--- src/rtl/uart_rx.sv ---
`default_nettype none
// ============================================================================
// Module   : uart_rx
// Purpose  : 8N1 UART receiver with start-bit re-phased oversampling tick and
//            a valid/ready byte output that reports framing errors and overruns.
// Revision : 1.0
// ============================================================================
module uart_rx #(
    parameter int CLK_HZ     = 100_000_000,
    parameter int BAUD       = 1_000_000,
    parameter int OVERSAMPLE = 10,
    parameter int DATA_BITS  = 8
) (
    input  logic                 clk,
    input  logic                 rst,
    input  logic                 rx,
    output logic [DATA_BITS-1:0] m_data,
    output logic                 m_valid,
    input  logic                 m_ready,
    output logic                 frame_err,
    output logic                 overrun
);

    localparam int DIV  = CLK_HZ / (BAUD * OVERSAMPLE);
    localparam int HALF = OVERSAMPLE / 2;
    localparam int DW   = (DIV > 1) ? $clog2(DIV) : 1;
    localparam int TW   = $clog2(OVERSAMPLE);
    localparam int IW   = (DATA_BITS > 1) ? $clog2(DATA_BITS) : 1;

    localparam logic [DW-1:0] c_DIV_LAST  = DW'(DIV - 1);
    localparam logic [TW-1:0] c_HALF_LAST = TW'(HALF - 1);
    localparam logic [TW-1:0] c_OS_LAST   = TW'(OVERSAMPLE - 1);
    localparam logic [IW-1:0] c_BIT_LAST  = IW'(DATA_BITS - 1);

    localparam logic [1:0] c_IDLE  = 2'd0;
    localparam logic [1:0] c_START = 2'd1;
    localparam logic [1:0] c_DATA  = 2'd2;
    localparam logic [1:0] c_STOP  = 2'd3;

    generate
        if (DIV < 1) begin : g_bad_div
            $error("uart_rx: CLK_HZ/(BAUD*OVERSAMPLE) must be at least 1");
        end
        if ((OVERSAMPLE < 4) || (OVERSAMPLE % 2 != 0)) begin : g_bad_os
            $error("uart_rx: OVERSAMPLE must be even and at least 4");
        end
    endgenerate

    logic                 r_sync;
    logic                 r_rx_s;
    logic                 r_rx_prev;
    logic [1:0]           r_state;
    logic [DW-1:0]        r_div_cnt;
    logic [TW-1:0]        r_tick_cnt;
    logic [IW-1:0]        r_bit_idx;
    logic [DATA_BITS-1:0] r_shift;
    logic                 r_done;
    logic                 r_stop_bad;
    logic [DATA_BITS-1:0] r_m_data;
    logic                 r_m_valid;
    logic                 r_frame_err;
    logic                 r_overrun;

    logic w_tick;
    logic w_start;

    assign w_tick  = (r_div_cnt == c_DIV_LAST);
    // Only a genuine high-to-low transition arms a frame; a stuck-low line cannot.
    assign w_start = (r_state == c_IDLE) && r_rx_prev && !r_rx_s;

    always_ff @(posedge clk) begin
        if (rst) begin
            r_sync     <= 1'b1;
            r_rx_s     <= 1'b1;
            r_rx_prev  <= 1'b1;
            r_state    <= c_IDLE;
            r_div_cnt  <= '0;
            r_tick_cnt <= '0;
            r_bit_idx  <= '0;
            r_shift    <= '0;
            r_done     <= 1'b0;
            r_stop_bad <= 1'b0;
        end else begin
            r_sync     <= rx;
            r_rx_s     <= r_sync;
            r_rx_prev  <= r_rx_s;
            r_done     <= 1'b0;
            r_stop_bad <= 1'b0;

            if (w_tick) begin
                r_div_cnt <= '0;
            end else begin
                r_div_cnt <= r_div_cnt + DW'(1);
            end

            case (r_state)
                c_IDLE: begin
                    if (w_start) begin
                        r_state    <= c_START;
                        r_div_cnt  <= '0;
                        r_tick_cnt <= '0;
                        r_bit_idx  <= '0;
                    end
                end
                c_START: begin
                    if (w_tick) begin
                        if (r_tick_cnt == c_HALF_LAST) begin
                            r_tick_cnt <= '0;
                            r_bit_idx  <= '0;
                            r_state    <= r_rx_s ? c_IDLE : c_DATA;
                        end else begin
                            r_tick_cnt <= r_tick_cnt + TW'(1);
                        end
                    end
                end
                c_DATA: begin
                    if (w_tick) begin
                        if (r_tick_cnt == c_OS_LAST) begin
                            r_tick_cnt         <= '0;
                            r_shift[r_bit_idx] <= r_rx_s;
                            if (r_bit_idx == c_BIT_LAST) begin
                                r_state <= c_STOP;
                            end else begin
                                r_bit_idx <= r_bit_idx + IW'(1);
                            end
                        end else begin
                            r_tick_cnt <= r_tick_cnt + TW'(1);
                        end
                    end
                end
                c_STOP: begin
                    if (w_tick) begin
                        if (r_tick_cnt == c_OS_LAST) begin
                            r_tick_cnt <= '0;
                            r_state    <= c_IDLE;
                            r_done     <= r_rx_s;
                            r_stop_bad <= !r_rx_s;
                        end else begin
                            r_tick_cnt <= r_tick_cnt + TW'(1);
                        end
                    end
                end
                default: r_state <= c_IDLE;
            endcase
        end
    end

    // Output holding register: a byte arriving while the previous one is
    // still unconsumed is dropped and reported instead of overwriting it.
    always_ff @(posedge clk) begin
        if (rst) begin
            r_m_data    <= '0;
            r_m_valid   <= 1'b0;
            r_frame_err <= 1'b0;
            r_overrun   <= 1'b0;
        end else begin
            r_frame_err <= r_stop_bad;
            r_overrun   <= 1'b0;
            if (r_done) begin
                if (!r_m_valid || m_ready) begin
                    r_m_data  <= r_shift;
                    r_m_valid <= 1'b1;
                end else begin
                    r_overrun <= 1'b1;
                end
            end else if (r_m_valid && m_ready) begin
                r_m_valid <= 1'b0;
            end
        end
    end

    assign m_data    = r_m_data;
    assign m_valid   = r_m_valid;
    assign frame_err = r_frame_err;
    assign overrun   = r_overrun;

endmodule
`default_nettype wire

--- config.mk ---
export PLATFORM = sky130hd
export DESIGN_NAME = uart_rx
export DESIGN_NICKNAME = d
export VERILOG_FILES = /design/src/rtl/uart_rx.sv
export SDC_FILE = /design/constraint.sdc
export NUM_CORES = 1
export LEC_CHECK = 0
export CAP_MARGIN = 20
export CORE_ASPECT_RATIO = 1.25
export CORE_MARGIN = 2
export CORE_UTILIZATION = 56
export DETAILED_ROUTE_END_ITERATION = 12
export GPL_TIMING_DRIVEN = 0
export PLACE_DENSITY_LB_ADDON = 0.25
export SYNTH_ARGS = -nofsm -noshare
export SYNTH_HDL_FRONTEND = slang
export SYNTH_SLANG_ARGS = --single-unit
--- constraint.sdc ---
create_clock -name clk -period 2.25 [get_ports clk]
set_input_delay 0.225 -clock clk [delete_from_list [all_inputs] [get_ports clk]]
set_output_delay 0.225 -clock clk [all_outputs]
set_load 0.05 [all_outputs]
==> impl_metrics.env, run 1 <==
export IMPL_min_period_over_period_pct=81.3
export IMPL_slew_limit_headroom_pct=62.8
export IMPL_h_tree_depth=2
export IMPL_arrival_ns=2.12
export IMPL_synth_distinct_cells=42
export IMPL_intPower_uw=865
export IMPL_synth_net_count=181
export IMPL_p_sw_uw=260
export IMPL_fmax_ghz=0.547
export IMPL_power_leakage_nw=0.784
export IMPL_clock_path_buffers=2
export IMPL_layout_drive_gt1_share_pct=12.4
export IMPL_antenna_found_initial=0
export IMPL_place_inst=221
export IMPL_synth_xor_area_share_pct=0.527
export IMPL_synth_top_family_by_area="simple AND/OR/NAND/NOR gates"
export IMPL_drc=0
export IMPL_rows=22
export IMPL_fin_skew_ns=0.0102
export IMPL_cts_root_buffer="clkbuf_4"
export IMPL_synth_compound_area_share_pct=6.92
export IMPL_synth_edff_count=0
export IMPL_yosysMostFrequentCell="dfxtp_1"
export IMPL_clock_sinks=37
export IMPL_final_util_pct=66.0
export IMPL_grt_pass1_vias=1259
export IMPL_critPathLaunchType="flop"
export IMPL_synth_fa_ha_area_share_pct=3.76
export IMPL_dieArea_sq_um=3420
export IMPL_cts_resized=0
export IMPL_path_clk_slew_ns=0.12
export IMPL_power_mw=1.12
export IMPL_required_ns=2.54
export IMPL_hold_buffers=0
export IMPL_postSynthAreaPerCell_sq_um=9.67
export IMPL_synthArstFlopShare_pct=0
export IMPL_cp_end_kind="flop"
export IMPL_gp_congestion=0.861
export IMPL_gr_total_overflow=0
export IMPL_netlist_area_sq_um=1660
export IMPL_synth_seq_area_share_pct=44.5
export IMPL_p_comb_share_pct=4.5
export IMPL_dr_first_iter_drc_count=21
export IMPL_clkPwrFrac_pct=35.9
export IMPL_synth_area_leaders="dfxtp_1, mux2i_1, nor2_1, ha_1, nand4b_1"
export IMPL_path_max_fanout=10
export IMPL_synth_common_cells="dfxtp_1, nor2_1, mux2i_1"
export IMPL_grt_max_degree=12
export IMPL_rsz0062_at_grt="false"
export IMPL_wl_per_cell_um=14.3
export IMPL_area_growth_pct=14.7
export IMPL_syn_inst=172
export IMPL_regArea_sq_um=741
export IMPL_cellPowerDensity_nw_per_um2=589
export IMPL_fillers=251
export IMPL_p_seq_share_pct=59.7
export IMPL_final_antenna_net_count=0
export IMPL_drv_cap=0
export IMPL_critPathKind="reg2reg"
export IMPL_setup_viol=0
export IMPL_ir_drop_v=0.000568
export IMPL_die_y_um=64.9
export IMPL_synth_top_area_share_pct=44.5
export IMPL_cts_buffers=5
export IMPL_stdcell_count=229
export IMPL_synth_flop_cell="dfxtp_1"
export IMPL_dr_total_vias=1271
export IMPL_worstMarginPinSlew_ns=0.558
export IMPL_finalHoldViolations=0
export IMPL_fp_dieW_um=52.7
export IMPL_synth_seq_cells=37
export IMPL_slew_violations=0
export IMPL_ys_warn_count=0
export IMPL_post_route_min_period_ns=1.83
export IMPL_dr_pass1_iters=4
export IMPL_final_setup_tns_ns=0
export IMPL_hpwlAfterDp_mm=2.35
export IMPL_io_pin_count=15
export IMPL_cts_setup_buffers=0
export IMPL_routed_wl_mm=3.27
export IMPL_synth_area_mux_share_pct=10.9
export IMPL_port_buffers=13
export IMPL_core_area_sq_um=2890
export IMPL_grt_pass1_wl_mm=5.44
export IMPL_multi_input_area_sq_um=860
export IMPL_viasPerCell=5.55
export IMPL_swShare_pct=23.1
export IMPL_grtUsageTotal_pct=21.7
export IMPL_synthSimpleGateAreaFrac_pct=29.6
export IMPL_n_antenna_cell=0
export IMPL_status="finished clean"
export IMPL_synth_area_leader_cell="dfxtp_1"
export IMPL_cts_tree="built"
export IMPL_start_util_pct=57.5
export IMPL_clk_latency_ns=0.36
export IMPL_final_net_count=201
export IMPL_hp_class="in2reg"
==> flip-flops by register name, summed over array words and instances (netlist names), named ones only <==
name,count
m_valid,1
r_sync,1
r_rx_s,1
frame_err,1
r_tick_cnt,4
r_state,1
r_done,1
r_rx_prev,1
r_shift,8
r_div_cnt,4
overrun,1
r_bit_idx,3
m_data,8
r_stop_bad,1
==> layer usage <==
| layer | part of all wire [%] | vias up | track usage [%] | wire (um) |
|---|---|---|---|---|
| li1 | - | 655 | - | - |
| met1 | 44 | 601 | 24.9 | 1440 |
| met2 | 51 | 10 | 36.3 | 1680 |
| met3 | 3.1 | 5 | 6.91 | 100 |
| met4 | 1.8 | 0 | 9.62 | 59 |
| met5 | 0 | - | 0 | 0 |
==> cell families after synthesis <==
logic type,after synthesis
muxes,18
buffers and inverters,14
xor gates and xnor gates,1
and+or+nand+nor,78
DFF,37
adders and majority gates,5
AOI/OAI and AO/OA,19
==> layout by cell type (no fill, tap or decap), types with 2 or more instances in the layout <==
cell             count
buf_2                2
inv_1                5
clkbuf_8             2
nand2_1              8
clkdlybuf4s50_1     13
dfxtp_1             37
nand4_1              4
nand4b_1             4
clkbuf_1             6
mux2i_1             17
nor4b_1              3
or4b_1               2
a21oi_1              6
nor4_1               3
clkbuf_4             5
or2_2                4
nor4bb_1             2
o21ai_0              6
nand3_1              4
nand3b_1             3
ha_1                 5
nor2_1              27
and4bb_2             2
==> worst max-delay path, stage by stage (launching register included) <==
cell and delay [ns]:
dfxtp_1 0.42, ha_1 0.23, ha_1 0.19, a21oi_1 0.14, o22ai_1 0.14, or4b_1 0.50
a21oi_1 0.14
==> final cells by class <==
| cell class | instances | share of cell area, % |
|---|---|---|
| buffer | 9 | 2.30 |
| clock buffer | 7 | 3.41 |
| clock inverter | 1 | 0.262 |
| inverter | 5 | 0.984 |
| multi-input combinational | 121 | 45.0 |
| sequential | 37 | 38.8 |
| tap | 36 | 2.36 |
| timing repair buffer | 13 | 6.82 |
==> power by group through the flow <==
stage | Clock [mW] | Combinational (mW) | Sequential [mW]
3_3_place_gp | 0 | 0.0484 | 0.685
2_1_floorplan | 0 | 0.0373 | 0.683
4_1_cts | 0.408 | 0.0509 | 0.671
6_report | 0.403 | 0.0505 | 0.671
5_1_grt | 0.435 | 0.0553 | 0.672
3_5_place_dp | 0 | 0.0508 | 0.686
==> path summary, 6_finish.rpt <==
| path | start | endpoint | slack [ns] | cells past startpoint |
|---|---|---|---|---|
| max | r_bit_idx[1] | r_bit_idx[2] | 0.42 | 6 |
| max reg2reg | r_bit_idx[1] | r_bit_idx[2] | 0.42 | 6 |
| min | rst | frame_err | 0.16 | 2 |
| min reg2reg | r_sync | r_rx_s | 0.43 | 1 |
==> through the flow <==
step           area (sq um)  hold WS, ns  worst slack, ns
4_1_cts                1910        0.161            0.432
2_1_floorplan          1660        0.304            0.621
6_report               1910        0.157            0.422
3_3_place_gp           1840        0.400            0.512
3_5_place_dp           1840        0.411            0.460
5_1_grt                1910        0.238            0.290
No activity file was read; power rests on OpenSTA's default activity.
==> inputs of run 2 (changes only) <==
==> constraint.sdc (replaced) <==
create_clock -name clk -period 1.8 [get_ports clk]
set_input_delay 0.18 -clock clk [delete_from_list [all_inputs] [get_ports clk]]
set_output_delay 0.18 -clock clk [all_outputs]
set_load 0.05 [all_outputs]
==> impl_metrics.env, run 2 (synthesized netlist as in run 1, its figures left out) <==
export IMPL_grtUsageTotal_pct=21.8
export IMPL_h_tree_depth=2
export IMPL_path_buf_inv=0
export IMPL_drc=0
export IMPL_area_growth_pct=19.4
export IMPL_status="finished clean"
export IMPL_multi_input_area_sq_um=888
export IMPL_p_seq_share_pct=59.4
export IMPL_layout_drive_gt1_share_pct=19.2
export IMPL_port_buffers=13
export IMPL_min_period_over_period_pct=97.8
export IMPL_finalHoldViolations=0
export IMPL_slew_limit_headroom_pct=62.5
export IMPL_path_clk_slew_ns=0.11
export IMPL_dr_total_vias=1306
export IMPL_place_inst=221
export IMPL_cts_tree="built"
export IMPL_fin_ws_ns=0.0394
export IMPL_swShare_pct=23.3
export IMPL_core_area_sq_um=2890
export IMPL_regArea_sq_um=752
export IMPL_dr_pass1_iters=4
export IMPL_power_mw=1.41
export IMPL_gr_total_overflow=0
export IMPL_fmax_ghz=0.568
export IMPL_routed_wl_mm=3.36
export IMPL_grt_pass1_vias=1258
export IMPL_arrival_ns=2.05
export IMPL_fp_dieW_um=52.7
export IMPL_clock_sinks=37
export IMPL_critPathLaunchType="flop"
export IMPL_post_dp_cell_area_sq_um=1840
export IMPL_stdcell_count=234
export IMPL_clk_latency_ns=0.36
export IMPL_viasPerCell=5.58
export IMPL_path_cells="ha_1, ha_2, a21oi_2, o22ai_2, or4b_1, a21oi_2"
export IMPL_final_area_sq_um=1990
export IMPL_post_route_min_period_ns=1.76
export IMPL_dr_first_iter_drc_count=31
export IMPL_final_antenna_net_count=0
export IMPL_start_util_pct=57.5
export IMPL_gp_congestion=0.861
export IMPL_n_antenna_cell=0
export IMPL_fin_skew_ns=0.00851
export IMPL_layout_commonest_cell="dfxtp_1"
export IMPL_cpPeakStageDelay_ns=0.56
export IMPL_power_leakage_nw=0.814
export IMPL_hp_class="in2reg"
export IMPL_grt_pass1_wl_mm=5.46
export IMPL_pre_cts_ws_ns=0.0102
export IMPL_intPower_mw=1.08
export IMPL_antenna_found_initial=0
export IMPL_fillers=241
export IMPL_worstMarginPinSlew_ns=0.563
export IMPL_final_net_count=206
export IMPL_clock_path_buffers=2
export IMPL_die_y_um=64.9
export IMPL_hpwlAfterDp_mm=2.35
export IMPL_clkPwrFrac_pct=35.9
export IMPL_required_ns=2.09
export IMPL_layout_common_cells="dfxtp_1, nor2_1, mux2i_1"
export IMPL_cp_slowest_cell="or4b_1"
export IMPL_cellPowerDensity_nw_per_um2=709
export IMPL_slew_violations=0
export IMPL_drv_cap=0
export IMPL_grt_max_degree=12
export IMPL_cts_root_buffer="clkbuf_4"
export IMPL_cts_buffers=5
export IMPL_wl_per_cell_um=14.3
export IMPL_io_pin_count=15
export IMPL_critPathKind="reg2reg"
export IMPL_final_util_pct=68.7
export IMPL_cp_end_kind="flop"
export IMPL_ir_drop_v=0.000711
export IMPL_path_max_fanout=6
export IMPL_p_sw_uw=328
export IMPL_p_comb_share_pct=4.7
export IMPL_dieArea_sq_um=3420
export IMPL_cpMostUsedCell="a21oi_2"
export IMPL_setup_viol=0
export IMPL_rows=22
export IMPL_cp_top_family="simple AND/OR/NAND/NOR gates"
==> run 2: final cells by class <==
class / instances / area share [%]
clock inverter: 1 / 0.252
inverter: 5 / 0.945
tap: 36 / 2.27
buffer: 9 / 2.21
sequential: 37 / 37.9
multi-input combinational: 121 / 44.7
timing repair buffer: 18 / 8.44
clock buffer: 7 / 3.28
==> run 2: per-layer routing <==
layer | global-route usage, % | part of all wire [%] | up-vias
li1 | - | - | 663
met1 | 25.1 | 43 | 627
met2 | 36.3 | 52 | 11
met3 | 6.91 | 2.8 | 5
met4 | 9.62 | 1.8 | 0
met5 | 0 | 0 | -
==> run 2: power by group through the flow <==
stage	Sequential, mW	Clock [mW]	Combinational [mW]
5_1_grt	0.838	0.544	0.0723
3_3_place_gp	0.856	0	0.0605
6_report	0.836	0.505	0.0663
3_5_place_dp	0.857	0	0.0635
4_1_cts	0.839	0.511	0.0637
2_1_floorplan	0.854	0	0.0466
==> run 2: worst paths after layout <==
path | start | endpoint | slack (ns) | cells after the start
hold reg to reg | r_sync | r_rx_s | 0.43 | 1
setup / recovery | r_bit_idx[0] | r_bit_idx[1] | 0.04 | 6
setup reg to reg | r_bit_idx[0] | r_bit_idx[1] | 0.04 | 6
hold / removal | rst | frame_err | 0.11 | 2
==> run 2: per-stage QoR <==
step / TNS (ns) / hold WS, ns
after floorplan: 0 / 0.259
after CTS: 0 / 0.116
after global routing: -0.00728 / 0.193
after detailed placement: 0 / 0.411
after global placement: 0 / 0.400
final: 0 / 0.114
==> run 2: what timing repair did <==
item | 4_1_cts | 5_1_grt
gates resized for setup | 1 | 12
hold buffers | 0 | 0
setup endpoints to repair | 2 | 10
pin swaps | 0 | 5
setup buffers | 0 | 5
==> run 2: worst register-to-register path, delay by kind of cell, from the launching register on <==
kind                       cells  cell delay (ns)
AOI/OAI and AO/OA              3             0.39
adders and majority gates      2             0.38
and+or+nand+nor                1             0.56
DFF                            1             0.37
